[config.mk]
export PLATFORM = sky130hd
export DESIGN_NAME = powerup_scheduler_flat
export DESIGN_NICKNAME = d
export VERILOG_FILES = /design/src/rtl/powerup_scheduler_if.sv /design/src/rtl/powerup_scheduler.sv /design/src/flat_wrapper.sv
export SDC_FILE = /design/constraint.sdc
export NUM_CORES = 1
export LEC_CHECK = 0
export BUFFER_PORTS_ARGS = -buffer_cell sky130_fd_sc_hd__buf_2
export CELL_PAD_IN_SITES_DETAIL_PLACEMENT = 0
export CELL_PAD_IN_SITES_GLOBAL_PLACEMENT = 1
export CORE_MARGIN = 5
export CORE_UTILIZATION = 38
export CTS_BUF_LIST = sky130_fd_sc_hd__clkbuf_2
export CTS_CLUSTER_DIAMETER = 150
export DETAILED_ROUTE_END_ITERATION = 8
export PLACE_DENSITY = 0.79
export SETUP_SLACK_MARGIN = 0.3
export SLEW_MARGIN = 20
export SYNTH_ARGS = -nofsm -noshare
export SYNTH_HDL_FRONTEND = slang
export SYNTH_SLANG_ARGS = --single-unit
[constraint.sdc]
create_clock -name clk -period 2.6 [get_ports clk]
set_input_delay 0.52 -clock clk [delete_from_list [all_inputs] [get_ports clk]]
set_output_delay 0.52 -clock clk [all_outputs]
set_load 0.02 [all_outputs]
[src/rtl/powerup_scheduler_if.sv]
// Signal bundle between the power-pack scheduler and the game logic / pack renderer.
// The game side (master) drives frame/collision events; the scheduler (slave) drives pack and effect controls.
interface powerup_scheduler_if;
  logic       frame_tick;
  logic       game_active;
  logic       pack_hit;
  logic       last_hitter;
  logic [1:0] pack_mode;
  logic       p1_shield_used;
  logic       p2_shield_used;
  logic       spawn;
  logic       eaten;
  logic       pack_active;
  logic       p1_shrink;
  logic       p2_shrink;
  logic       p1_boost;
  logic       p2_boost;
  logic       p1_shield;
  logic       p2_shield;
  logic       p1_extra;
  logic       p2_extra;

  modport master (
    output frame_tick, game_active, pack_hit, last_hitter, pack_mode,
           p1_shield_used, p2_shield_used,
    input  spawn, eaten, pack_active, p1_shrink, p2_shrink, p1_boost, p2_boost,
           p1_shield, p2_shield, p1_extra, p2_extra
  );

  modport slave (
    input  frame_tick, game_active, pack_hit, last_hitter, pack_mode,
           p1_shield_used, p2_shield_used,
    output spawn, eaten, pack_active, p1_shrink, p2_shrink, p1_boost, p2_boost,
           p1_shield, p2_shield, p1_extra, p2_extra
  );
endinterface

[src/rtl/powerup_scheduler.sv]
// Power-pack sequencer: spawns a pack, times its life, resolves claims into
// per-player timed effects (shrink/boost/shield) or a one-shot extra life.
module powerup_scheduler #(
  parameter int SPAWN_FRAMES  = 300,
  parameter int LIFE_FRAMES   = 600,
  parameter int EFFECT_FRAMES = 480,
  parameter int CNT_W         = 10
) (
  input logic                clk,
  input logic                reset,
  powerup_scheduler_if.slave bus
);

  typedef enum logic [2:0] {
    S_IDLE, S_WAIT, S_SPAWN, S_ACTIVE, S_CLAIM, S_EXPIRE
  } state_t;

  localparam logic [1:0] MODE_SHRINK = 2'b00;
  localparam logic [1:0] MODE_BOOST  = 2'b01;
  localparam logic [1:0] MODE_EXTRA  = 2'b10;
  localparam logic [1:0] MODE_SHIELD = 2'b11;

  localparam logic [CNT_W-1:0] SPAWN_LAST  = CNT_W'(SPAWN_FRAMES - 1);
  localparam logic [CNT_W-1:0] LIFE_LAST   = CNT_W'(LIFE_FRAMES - 1);
  localparam logic [CNT_W-1:0] EFFECT_LOAD = CNT_W'(EFFECT_FRAMES);

  state_t                      state_q, state_d;
  logic [CNT_W-1:0]            cnt_q, cnt_d;
  logic [1:0]                  mode_q, mode_d;
  logic                        hitter_q, hitter_d;
  logic [1:0][CNT_W-1:0]       shrink_q, shrink_d;
  logic [1:0][CNT_W-1:0]       boost_q, boost_d;
  logic [1:0][CNT_W-1:0]       shield_q, shield_d;
  logic [1:0]                  ld_shrink, ld_boost, ld_shield;
  logic [1:0]                  shield_used;
  logic                        spawn_q, spawn_d;
  logic                        eaten_q, eaten_d;
  logic                        active_q, active_d;
  logic [1:0]                  extra_q, extra_d;

  // Load beats clear beats tick; the decrement saturates at zero.
  function automatic logic [CNT_W-1:0] timer_next(input logic [CNT_W-1:0] cur,
                                                  input logic load,
                                                  input logic clr,
                                                  input logic tick);
    if (load)                  return EFFECT_LOAD;
    if (clr)                   return '0;
    if (tick && (cur != '0))   return cur - CNT_W'(1);
    return cur;
  endfunction

  always_ff @(posedge clk) begin
    if (reset) state_q <= S_IDLE;
    else       state_q <= state_d;
  end

  always_comb begin
    state_d = state_q;
    case (state_q)
      S_IDLE:   if (bus.game_active) state_d = S_WAIT;
      S_WAIT: begin
        if (!bus.game_active)                            state_d = S_IDLE;
        else if (bus.frame_tick && (cnt_q == SPAWN_LAST)) state_d = S_SPAWN;
      end
      S_SPAWN:  state_d = S_ACTIVE;
      S_ACTIVE: begin
        if (!bus.game_active)                            state_d = S_EXPIRE;
        else if (bus.pack_hit)                           state_d = S_CLAIM;
        else if (bus.frame_tick && (cnt_q == LIFE_LAST))  state_d = S_EXPIRE;
      end
      S_CLAIM, S_EXPIRE: state_d = bus.game_active ? S_WAIT : S_IDLE;
      default:  state_d = S_IDLE;
    endcase
  end

  always_comb begin
    spawn_d   = (state_q == S_SPAWN);
    eaten_d   = (state_q == S_CLAIM) || (state_q == S_EXPIRE);
    active_d  = (state_q == S_ACTIVE);
    extra_d   = '0;
    ld_shrink = '0;
    ld_boost  = '0;
    ld_shield = '0;
    if (state_q == S_CLAIM) begin
      case (mode_q)
        MODE_SHRINK: ld_shrink[~hitter_q] = 1'b1;
        MODE_BOOST:  ld_boost[hitter_q]   = 1'b1;
        MODE_SHIELD: ld_shield[hitter_q]  = 1'b1;
        MODE_EXTRA:  extra_d[hitter_q]    = 1'b1;
        default:     extra_d              = '0;
      endcase
    end
  end

  // Frame counter restarts on every state change; claim attributes latch on the hit.
  always_comb begin
    cnt_d    = cnt_q;
    mode_d   = mode_q;
    hitter_d = hitter_q;
    if ((state_d != state_q) || (state_q == S_IDLE))
      cnt_d = '0;
    else if (bus.frame_tick && ((state_q == S_WAIT) || (state_q == S_ACTIVE)))
      cnt_d = cnt_q + CNT_W'(1);
    if ((state_q == S_ACTIVE) && (state_d == S_CLAIM)) begin
      mode_d   = bus.pack_mode;
      hitter_d = bus.last_hitter;
    end
  end

  assign shield_used = {bus.p2_shield_used, bus.p1_shield_used};

  always_comb begin
    shrink_d = '0;
    boost_d  = '0;
    shield_d = '0;
    if (state_q != S_IDLE) begin
      for (int p = 0; p < 2; p++) begin
        shrink_d[p] = timer_next(shrink_q[p], ld_shrink[p], 1'b0, bus.frame_tick);
        boost_d[p]  = timer_next(boost_q[p], ld_boost[p], 1'b0, bus.frame_tick);
        shield_d[p] = timer_next(shield_q[p], ld_shield[p], shield_used[p], bus.frame_tick);
      end
    end
  end

  // ---- register stage: counters, timers and registered outputs ----
  always_ff @(posedge clk) begin
    if (reset) begin
      cnt_q    <= '0;
      mode_q   <= '0;
      hitter_q <= 1'b0;
      shrink_q <= '0;
      boost_q  <= '0;
      shield_q <= '0;
      spawn_q  <= 1'b0;
      eaten_q  <= 1'b0;
      active_q <= 1'b0;
      extra_q  <= '0;
    end else begin
      cnt_q    <= cnt_d;
      mode_q   <= mode_d;
      hitter_q <= hitter_d;
      shrink_q <= shrink_d;
      boost_q  <= boost_d;
      shield_q <= shield_d;
      spawn_q  <= spawn_d;
      eaten_q  <= eaten_d;
      active_q <= active_d;
      extra_q  <= extra_d;
    end
  end

  assign bus.spawn       = spawn_q;
  assign bus.eaten       = eaten_q;
  assign bus.pack_active = active_q;
  assign bus.p1_shrink   = (shrink_q[0] != '0);
  assign bus.p2_shrink   = (shrink_q[1] != '0);
  assign bus.p1_boost    = (boost_q[0] != '0);
  assign bus.p2_boost    = (boost_q[1] != '0);
  assign bus.p1_shield   = (shield_q[0] != '0);
  assign bus.p2_shield   = (shield_q[1] != '0);
  assign bus.p1_extra    = extra_q[0];
  assign bus.p2_extra    = extra_q[1];

endmodule
[src/flat_wrapper.sv]
// flat-port wrapper written by rule: the top's interface ports become plain ports
module powerup_scheduler_flat 
#(
  parameter int SPAWN_FRAMES  = 300,
  parameter int LIFE_FRAMES   = 600,
  parameter int EFFECT_FRAMES = 480,
  parameter int CNT_W         = 10
)
  (clk, reset, bus_frame_tick, bus_game_active, bus_pack_hit, bus_last_hitter, bus_pack_mode, bus_p1_shield_used, bus_p2_shield_used, bus_spawn, bus_eaten, bus_pack_active, bus_p1_shrink, bus_p2_shrink, bus_p1_boost, bus_p2_boost, bus_p1_shield, bus_p2_shield, bus_p1_extra, bus_p2_extra);
  powerup_scheduler_if bus_i ();
  input logic clk;
  input logic reset;
  input wire logic [$bits(bus_i.frame_tick)-1:0] bus_frame_tick;
  input wire logic [$bits(bus_i.game_active)-1:0] bus_game_active;
  input wire logic [$bits(bus_i.pack_hit)-1:0] bus_pack_hit;
  input wire logic [$bits(bus_i.last_hitter)-1:0] bus_last_hitter;
  input wire logic [$bits(bus_i.pack_mode)-1:0] bus_pack_mode;
  input wire logic [$bits(bus_i.p1_shield_used)-1:0] bus_p1_shield_used;
  input wire logic [$bits(bus_i.p2_shield_used)-1:0] bus_p2_shield_used;
  output wire logic [$bits(bus_i.spawn)-1:0] bus_spawn;
  output wire logic [$bits(bus_i.eaten)-1:0] bus_eaten;
  output wire logic [$bits(bus_i.pack_active)-1:0] bus_pack_active;
  output wire logic [$bits(bus_i.p1_shrink)-1:0] bus_p1_shrink;
  output wire logic [$bits(bus_i.p2_shrink)-1:0] bus_p2_shrink;
  output wire logic [$bits(bus_i.p1_boost)-1:0] bus_p1_boost;
  output wire logic [$bits(bus_i.p2_boost)-1:0] bus_p2_boost;
  output wire logic [$bits(bus_i.p1_shield)-1:0] bus_p1_shield;
  output wire logic [$bits(bus_i.p2_shield)-1:0] bus_p2_shield;
  output wire logic [$bits(bus_i.p1_extra)-1:0] bus_p1_extra;
  output wire logic [$bits(bus_i.p2_extra)-1:0] bus_p2_extra;
  assign bus_i.frame_tick = bus_frame_tick;
  assign bus_i.game_active = bus_game_active;
  assign bus_i.pack_hit = bus_pack_hit;
  assign bus_i.last_hitter = bus_last_hitter;
  assign bus_i.pack_mode = bus_pack_mode;
  assign bus_i.p1_shield_used = bus_p1_shield_used;
  assign bus_i.p2_shield_used = bus_p2_shield_used;
  assign bus_spawn = bus_i.spawn;
  assign bus_eaten = bus_i.eaten;
  assign bus_pack_active = bus_i.pack_active;
  assign bus_p1_shrink = bus_i.p1_shrink;
  assign bus_p2_shrink = bus_i.p2_shrink;
  assign bus_p1_boost = bus_i.p1_boost;
  assign bus_p2_boost = bus_i.p2_boost;
  assign bus_p1_shield = bus_i.p1_shield;
  assign bus_p2_shield = bus_i.p2_shield;
  assign bus_p1_extra = bus_i.p1_extra;
  assign bus_p2_extra = bus_i.p2_extra;
  powerup_scheduler #(.SPAWN_FRAMES(SPAWN_FRAMES), .LIFE_FRAMES(LIFE_FRAMES), .EFFECT_FRAMES(EFFECT_FRAMES), .CNT_W(CNT_W)) u_core (.clk(clk), .reset(reset), .bus(bus_i));
endmodule
==> results.py, run 1 <==
metrics = {
    "timing": {
        "rsz0062_at_grt": "true",
        "slew_viol_final": 0,
        "fmax_ghz": 0.396,
        "setup_slack_ns": 0.0729,
        "hold_viol": 0,
        "hold_ws_ns": 0.225,
        "slew_headroom": 0.589,
        "finalSetupViolCount": 0,
        "tightest_slew_ns": 0.612,
        "skew_ns": 0.0320,
        "period_share": 0.972,
        "fin_tns_setup_ns": 0,
        "period_minus_slack_ns": 2.53,
    },
    "critical_path": {
        "critPathKind": "reg2out",
        "critical_path.max_stage_delay_ns": 0.45,
        "worstPathMaxFanout": 2,
        "cp_slowest_cell": "or4b_4",
        "arrival_ns": 2.01,
        "startpoint_type": "flop",
        "cp-end-kind": "primary output",
        "cp_cell_sequence": "inv_2 -> ha_4 -> or4b_4 -> or3_4 -> buf_6",
        "cp_data_required_time_ns": 2.08,
    },
    "placement": {
        "place_congestion": 0.803,
        "place_hpwl_um": 6640,
        "post_dp_cell_area_um2": 4500,
        "dp_cells": 640,
        "io_buffers": 20,
        "dpl_worst_slack_ns": 0.326,
    },
    "routing": {
        "routed-via-count": 3721,
        "routed_wl_um": 9670,
        "vias_per_cell": 5.48,
        "routed.top_layer": "met4",
        "drc": 0,
        "first_pass_iters": 4,
        "ant_nets": 0,
        "wl_met2_um": 4690,
        "m1WireLength_um": 4540,
        "wl_met3_um": 362,
        "drt_iter0_markers": 271,
        "routedWlPerCell_um": 14.2,
    },
    "cells_and_area": {
        "fin_nets": 551,
        "drive_above_1_share": 0.228,
        "layout_common_cells": "dfxtp_1, nor2_1, buf_4, nor3_1, a21oi_1",
        "diodes": 0,
        "final_common_cell": "dfxtp_1",
        "area_growth_pct": 17.6,
        "fin_area_um2": 4950,
        "stdcell_count": 679,
        "fillers": 1075,
    },
    "logic_synthesis": {
        "synth_area_leaders": "dfxtp_1, nor2_1, xnor2_1, xor2_1, nor3_1",
        "synth_area_leader_cell": "dfxtp_1",
        "yosys_most_used_dff": "dfxtp_1",
        "ys_types": 61,
        "synth_async_sr_flop_share": 0,
        "synth_cells": 486,
        "avgSynthCellArea_um2": 8.67,
        "ys_seq_elements": 81,
        "synth_edf_count": 0,
        "netlist_area_um2": 4210,
        "synth_warnings": 0,
        "yosysSeqAreaShare": 0.385,
        "synth_top_area_share": 0.385,
        "syn_nets": 503,
    },
    "die": {
        "rows": 38,
        "die_h_um": 115,
        "die_area_um2": 13300,
        "fp.dieW_um": 115,
        "initial_core_util": 0.389,
        "io_pins": 21,
        "core_um2": 10800,
    },
    "clocking": {
        "h-tree-depth": 3,
        "cts-root-buf": "clkbuf_2",
        "clk_pin_slew_worst_paths_ns": 0.20,
        "cts_made_buffers": 9,
        "cts_tree": "built",
        "clock_sinks": 81,
        "insertion_delay_ns": 0.53,
        "clk_path_buf_depth": 2,
    },
    "power_and_ir_drop": {
        "p_switching_mw": 0.487,
        "power_density_nw_per_um2": 381,
        "pwr-share-clk": 0.295,
        "peakVddDrop_mv": 0.151,
        "p_int_mw": 1.40,
        "p_seq_frac": 0.658,
        "switching_share": 0.258,
        "p_leak_nw": 1.77,
        "share_comb_of_total_power": 0.048,
    },
    "grt": {
        "grt_pass1_wl_um": 16400,
        "grt_pass1_vias": 3551,
        "grt_max_degree": 25,
        "antenna_found_initial": 0,
        "grt_use_total": 0.151,
        "grt_overflow_total": 0,
    },
    "min_path": {
        "hold_class": "in2reg",
    },
    "run_status": {
        "status": "finished clean",
    },
    "flow_run": {
        "max_cap_violations": 0,
    },
}
[layer usage]
metal | vias to the layer above | track usage
li1 | 1892 | -
met1 | 1771 | 0.196
met2 | 54 | 0.248
met3 | 4 | 0.0274
met4 | 0 | 0.0618
met5 | - | 0
[sequential cells by signal, indices dropped and copies added, names as in the netlist]
signal / flops
u_core.boost_q: 20
u_core.bus.eaten: 1
u_core.bus.pack_active: 1
u_core.bus.spawn: 1
u_core.cnt_q: 10
u_core.extra_q: 2
u_core.hitter_q: 1
u_core.mode_q: 2
u_core.shield_q: 20
u_core.shrink_q: 20
u_core.state_q: 3
[power by group through the flow]
| stage | registers (mW) | clock network [mW] | logic [mW] |
|---|---|---|---|
| final | 1.24 | 0.556 | 0.0899 |
| after global routing | 1.24 | 0.647 | 0.0992 |
| after CTS | 1.24 | 0.571 | 0.0901 |
| after detailed placement | 1.27 | 0 | 0.0898 |
| after global placement | 1.27 | 0 | 0.0887 |
| after floorplan | 1.27 | 0 | 0.0591 |
[Yosys cell counts (3+ instances only)]
| library cell | number |
|---|---|
| a211oi_1 | 12 |
| xor2_1 | 16 |
| buf_2 | 3 |
| ha_1 | 7 |
| nor3b_1 | 4 |
| and2_1 | 6 |
| or4_1 | 7 |
| or3_1 | 10 |
| nand3b_1 | 6 |
| a31oi_1 | 12 |
| clkbuf_1 | 12 |
| a2111oi_0 | 5 |
| nand2_1 | 24 |
| dfxtp_1 | 81 |
| nand4_1 | 9 |
| xnor2_1 | 21 |
| nor4bb_1 | 4 |
| or4b_1 | 7 |
| nand2b_1 | 4 |
| a21oi_1 | 25 |
| nand4b_1 | 3 |
| nor4_2 | 3 |
| nor2b_1 | 8 |
| nor3_1 | 27 |
| o22ai_1 | 4 |
| inv_1 | 19 |
| nor4_1 | 4 |
| o21ai_0 | 3 |
| nor2_1 | 59 |
| a21boi_0 | 3 |
| or2_2 | 5 |
| and3b_1 | 3 |
| mux2i_1 | 9 |
| a211o_1 | 3 |
| o31ai_1 | 4 |
| o311ai_1 | 4 |
| nand3_1 | 17 |
[final cells by class]
type | instances | area (um2) | area share
clock inverter | 4 | 20.0 | 0.00404
inverter | 19 | 71.3 | 0.0144
clock buffer | 12 | 60.1 | 0.0121
multi-input combinational | 370 | 2580 | 0.522
sequential | 81 | 1660 | 0.336
tap | 140 | 175 | 0.0354
timing repair buffer | 53 | 379 | 0.0766
[timing repair]
| item | 4_1_cts | 5_1_grt |
|---|---|---|
| gates resized for setup | 40 | 25 |
| pin swaps | 4 | 3 |
| buffers inserted | 12 | 11 |
| gates cloned | 0 | 0 |
| hold buffers | 0 | 0 |
| endpoints found under the setup margin | 5 | 6 |
[kinds of logic after synthesis]
logic type,synth area share
xor+xnor,0.0769
simple gates,0.309
compound gates,0.155
buf+inv,0.0321
flops,0.385
fa+ha+maj,0.0208
mux,0.0214
[path summary, 6_finish.rpt]
kind	startpoint	to	slack, ns	depth (start not counted)
worst min-delay path	bus_pack_mode[1]	u_core.mode_q[1]$_SDFFE_PP0P_	0.23	3
worst max register to register	u_core.shield_q[10]$_SDFFE_PP0P_	u_core.shield_q[16]$_SDFFE_PP0P_	0.45	7
worst min register to register	u_core.shield_q[9]$_SDFFE_PP0P_	u_core.shield_q[9]$_SDFFE_PP0P_	0.51	2
worst max-delay path	u_core.shield_q[1]$_SDFFE_PP0P_	bus_p1_shield	0.07	5
[critical path, delay by kind of cell (launching register included)]
| kind | cells | cell delay (ns) |
|---|---|---|
| flip-flops | 1 | 0.37 |
| adder cells (fa/ha/maj) | 1 | 0.13 |
| AND/OR/NAND/NOR | 2 | 0.79 |
| buffers and inverters | 2 | 0.20 |
[per-stage QoR]
| step | utilization | total power [mW] |
|---|---|---|
| 2_1_floorplan | - | 1.33 |
| 3_3_place_gp | 0.415 | 1.36 |
| 3_5_place_dp | 0.415 | 1.36 |
| 4_1_cts | 0.442 | 1.91 |
| 5_1_grt | 0.457 | 1.99 |
| 6_report | 0.457 | 1.88 |
No activity file was read; power rests on OpenSTA's default activity.
==> inputs of run 2 (changes only) <==
- CAP_MARGIN: unset -> 5
- REMOVE_ABC_BUFFERS: unset -> 1
==> run 2 against run 1 <==
Net effect:
- highest routed layer unchanged
- power increased by 7.3%
- sequential power about the same
- worst setup slack got worse by 0.056 ns
- die area unchanged
- clock power increased by 24%
==> results.py, run 2 (same netlist as run 1, synthesis figures left out) <==
metrics = {
    "run_status": {
        "status": "finished clean",
    },
    "clocking": {
        "insertion_delay_ns": 0.55,
        "cts_tree": "built",
        "clk_pin_slew_worst_paths_ns": 0.22,
        "cts_made_buffers": 9,
        "clk_path_buf_depth": 2,
        "cts-root-buf": "clkbuf_2",
        "h-tree-depth": 3,
        "clock_sinks": 81,
    },
    "timing": {
        "hold_viol": 0,
        "tightest_slew_ns": 0.635,
        "finalSetupViolCount": 0,
        "fmax_ghz": 0.387,
        "fin_tns_setup_ns": 0,
        "rsz0062_at_grt": "true",
        "setup_slack_ns": 0.0169,
        "slew_viol_final": 0,
        "period_minus_slack_ns": 2.58,
        "period_share": 0.994,
        "skew_ns": 0.0199,
        "slew_headroom": 0.573,
    },
    "critical_path": {
        "worstPathMaxFanout": 4,
        "reg2reg_depth": 7,
        "cp_data_required_time_ns": 2.08,
        "reg2reg_from": "u_core.shield_q[11]$_SDFFE_PP0P_",
        "startpoint_type": "flop",
        "critical_path.max_stage_delay_ns": 0.46,
        "cp-end-kind": "primary output",
        "cp_cell_sequence": "inv_2 -> ha_4 -> or4b_4 -> or3_4 -> buf_6",
        "critPathKind": "reg2out",
        "cp_slowest_cell": "or4b_4",
        "crit_start": "u_core.shield_q[0]$_SDFFE_PP0P_",
        "arrival_ns": 2.06,
        "r2r_setup_slack_ns": 0.48,
    },
    "die": {
        "initial_core_util": 0.389,
        "core_um2": 10800,
        "die_area_um2": 13300,
        "rows": 38,
        "io_pins": 21,
        "fp.dieW_um": 115,
        "die_h_um": 115,
    },
    "power_and_ir_drop": {
        "power_density_nw_per_um2": 408,
        "p_leak_nw": 1.77,
        "p_seq_frac": 0.615,
        "switching_share": 0.263,
        "pwr-share-clk": 0.341,
        "share_comb_of_total_power": 0.044,
        "peakVddDrop_mv": 0.207,
        "finalPower_mw": 2.02,
        "p_int_mw": 1.49,
        "p_switching_mw": 0.532,
    },
    "grt": {
        "grt_pass1_vias": 3603,
        "antenna_found_initial": 0,
        "grt_overflow_total": 0,
        "grt_pass1_wl_um": 17100,
        "grt_use_total": 0.158,
        "grt_max_degree": 25,
    },
    "placement": {
        "io_buffers": 20,
        "post_dp_cell_area_um2": 4490,
        "place_hpwl_um": 6640,
        "place_congestion": 0.819,
        "dpl_worst_slack_ns": 0.356,
    },
    "cells_and_area": {
        "layout_common_cells": "dfxtp_1, nor2_1, buf_4, nor3_1, a21oi_1",
        "fin_area_um2": 4960,
        "diodes": 0,
        "largest_registers": "u_core.boost_q x20, u_core.shield_q x20, u_core.shrink_q x20",
        "fin_nets": 549,
        "area_growth_pct": 17.7,
        "final_common_cell": "dfxtp_1",
        "drive_above_1_share": 0.216,
    },
    "routing": {
        "drc": 0,
        "routed_wl_um": 9830,
        "vias_per_cell": 5.52,
        "ant_nets": 0,
        "routed-via-count": 3740,
        "drt_iter0_markers": 182,
        "routedWlPerCell_um": 14.5,
        "first_pass_iters": 4,
    },
    "min_path": {
        "holdPathStages": 3,
        "min_from": "bus_last_hitter",
        "hold_class": "in2reg",
    },
    "flow_run": {
        "max_cap_violations": 0,
    },
}
-- run 2: what timing repair did --
action,CTS,global route
hold endpoints to repair,0,0
buffers inserted,11,11
resized for setup,38,19
pin swaps,6,5
hold buffers,0,0
gates cloned,0,0
endpoints found under the setup margin,6,6
-- run 2: stage by stage --
stage,hold WS (ns),util,instances
6_report,0.200,0.457,677
5_1_grt,0.154,0.457,677
4_1_cts,0.150,0.443,666
3_5_place_dp,0.480,0.414,639
3_3_place_gp,0.472,0.414,639
2_1_floorplan,0.456,-,470
-- run 2: metal layers --
layer  GRT usage  vias to the layer above  wire length (um)
met5           0                        -                 0
met4      0.0579                        0               141
met3      0.0321                       12               350
met2       0.255                       63              4620
met1       0.209                     1768              4710
li1            -                     1897                 -
-- run 2: worst paths after layout --
kind	endpoint
max reg2reg	u_core.shield_q[16]$_SDFFE_PP0P_
min reg2reg	u_core.shrink_q[19]$_SDFFE_PP0P_
min	u_core.hitter_q$_SDFFE_PP0P_
max	bus_p1_shield
-- run 2: critical path, delay by kind of cell (launching register included) --
family        cells  cell delay, ns
flops             1            0.38
buf+inv           2            0.20
fa+ha+maj         1            0.15
simple gates      2            0.80
-- run 2: power groups by stage --
stage	clock [mW]	combinational, mW	sequential (mW)
floorplan	0	0.0498	1.27
global placement	0	0.0883	1.27
detailed placement	0	0.0887	1.27
CTS	0.727	0.0890	1.25
global route	0.769	0.0998	1.25
finish	0.690	0.0891	1.24
-- run 2: cell type report --
class	instances	area, um2
flip-flops and latches	81	1650
inverters	19	71.3
fillers	1061	5880
clock buffers	9	45.0
repair buffers	51	364
multi-input cells	370	2580
well taps	140	175
clock inverters	7	71.3
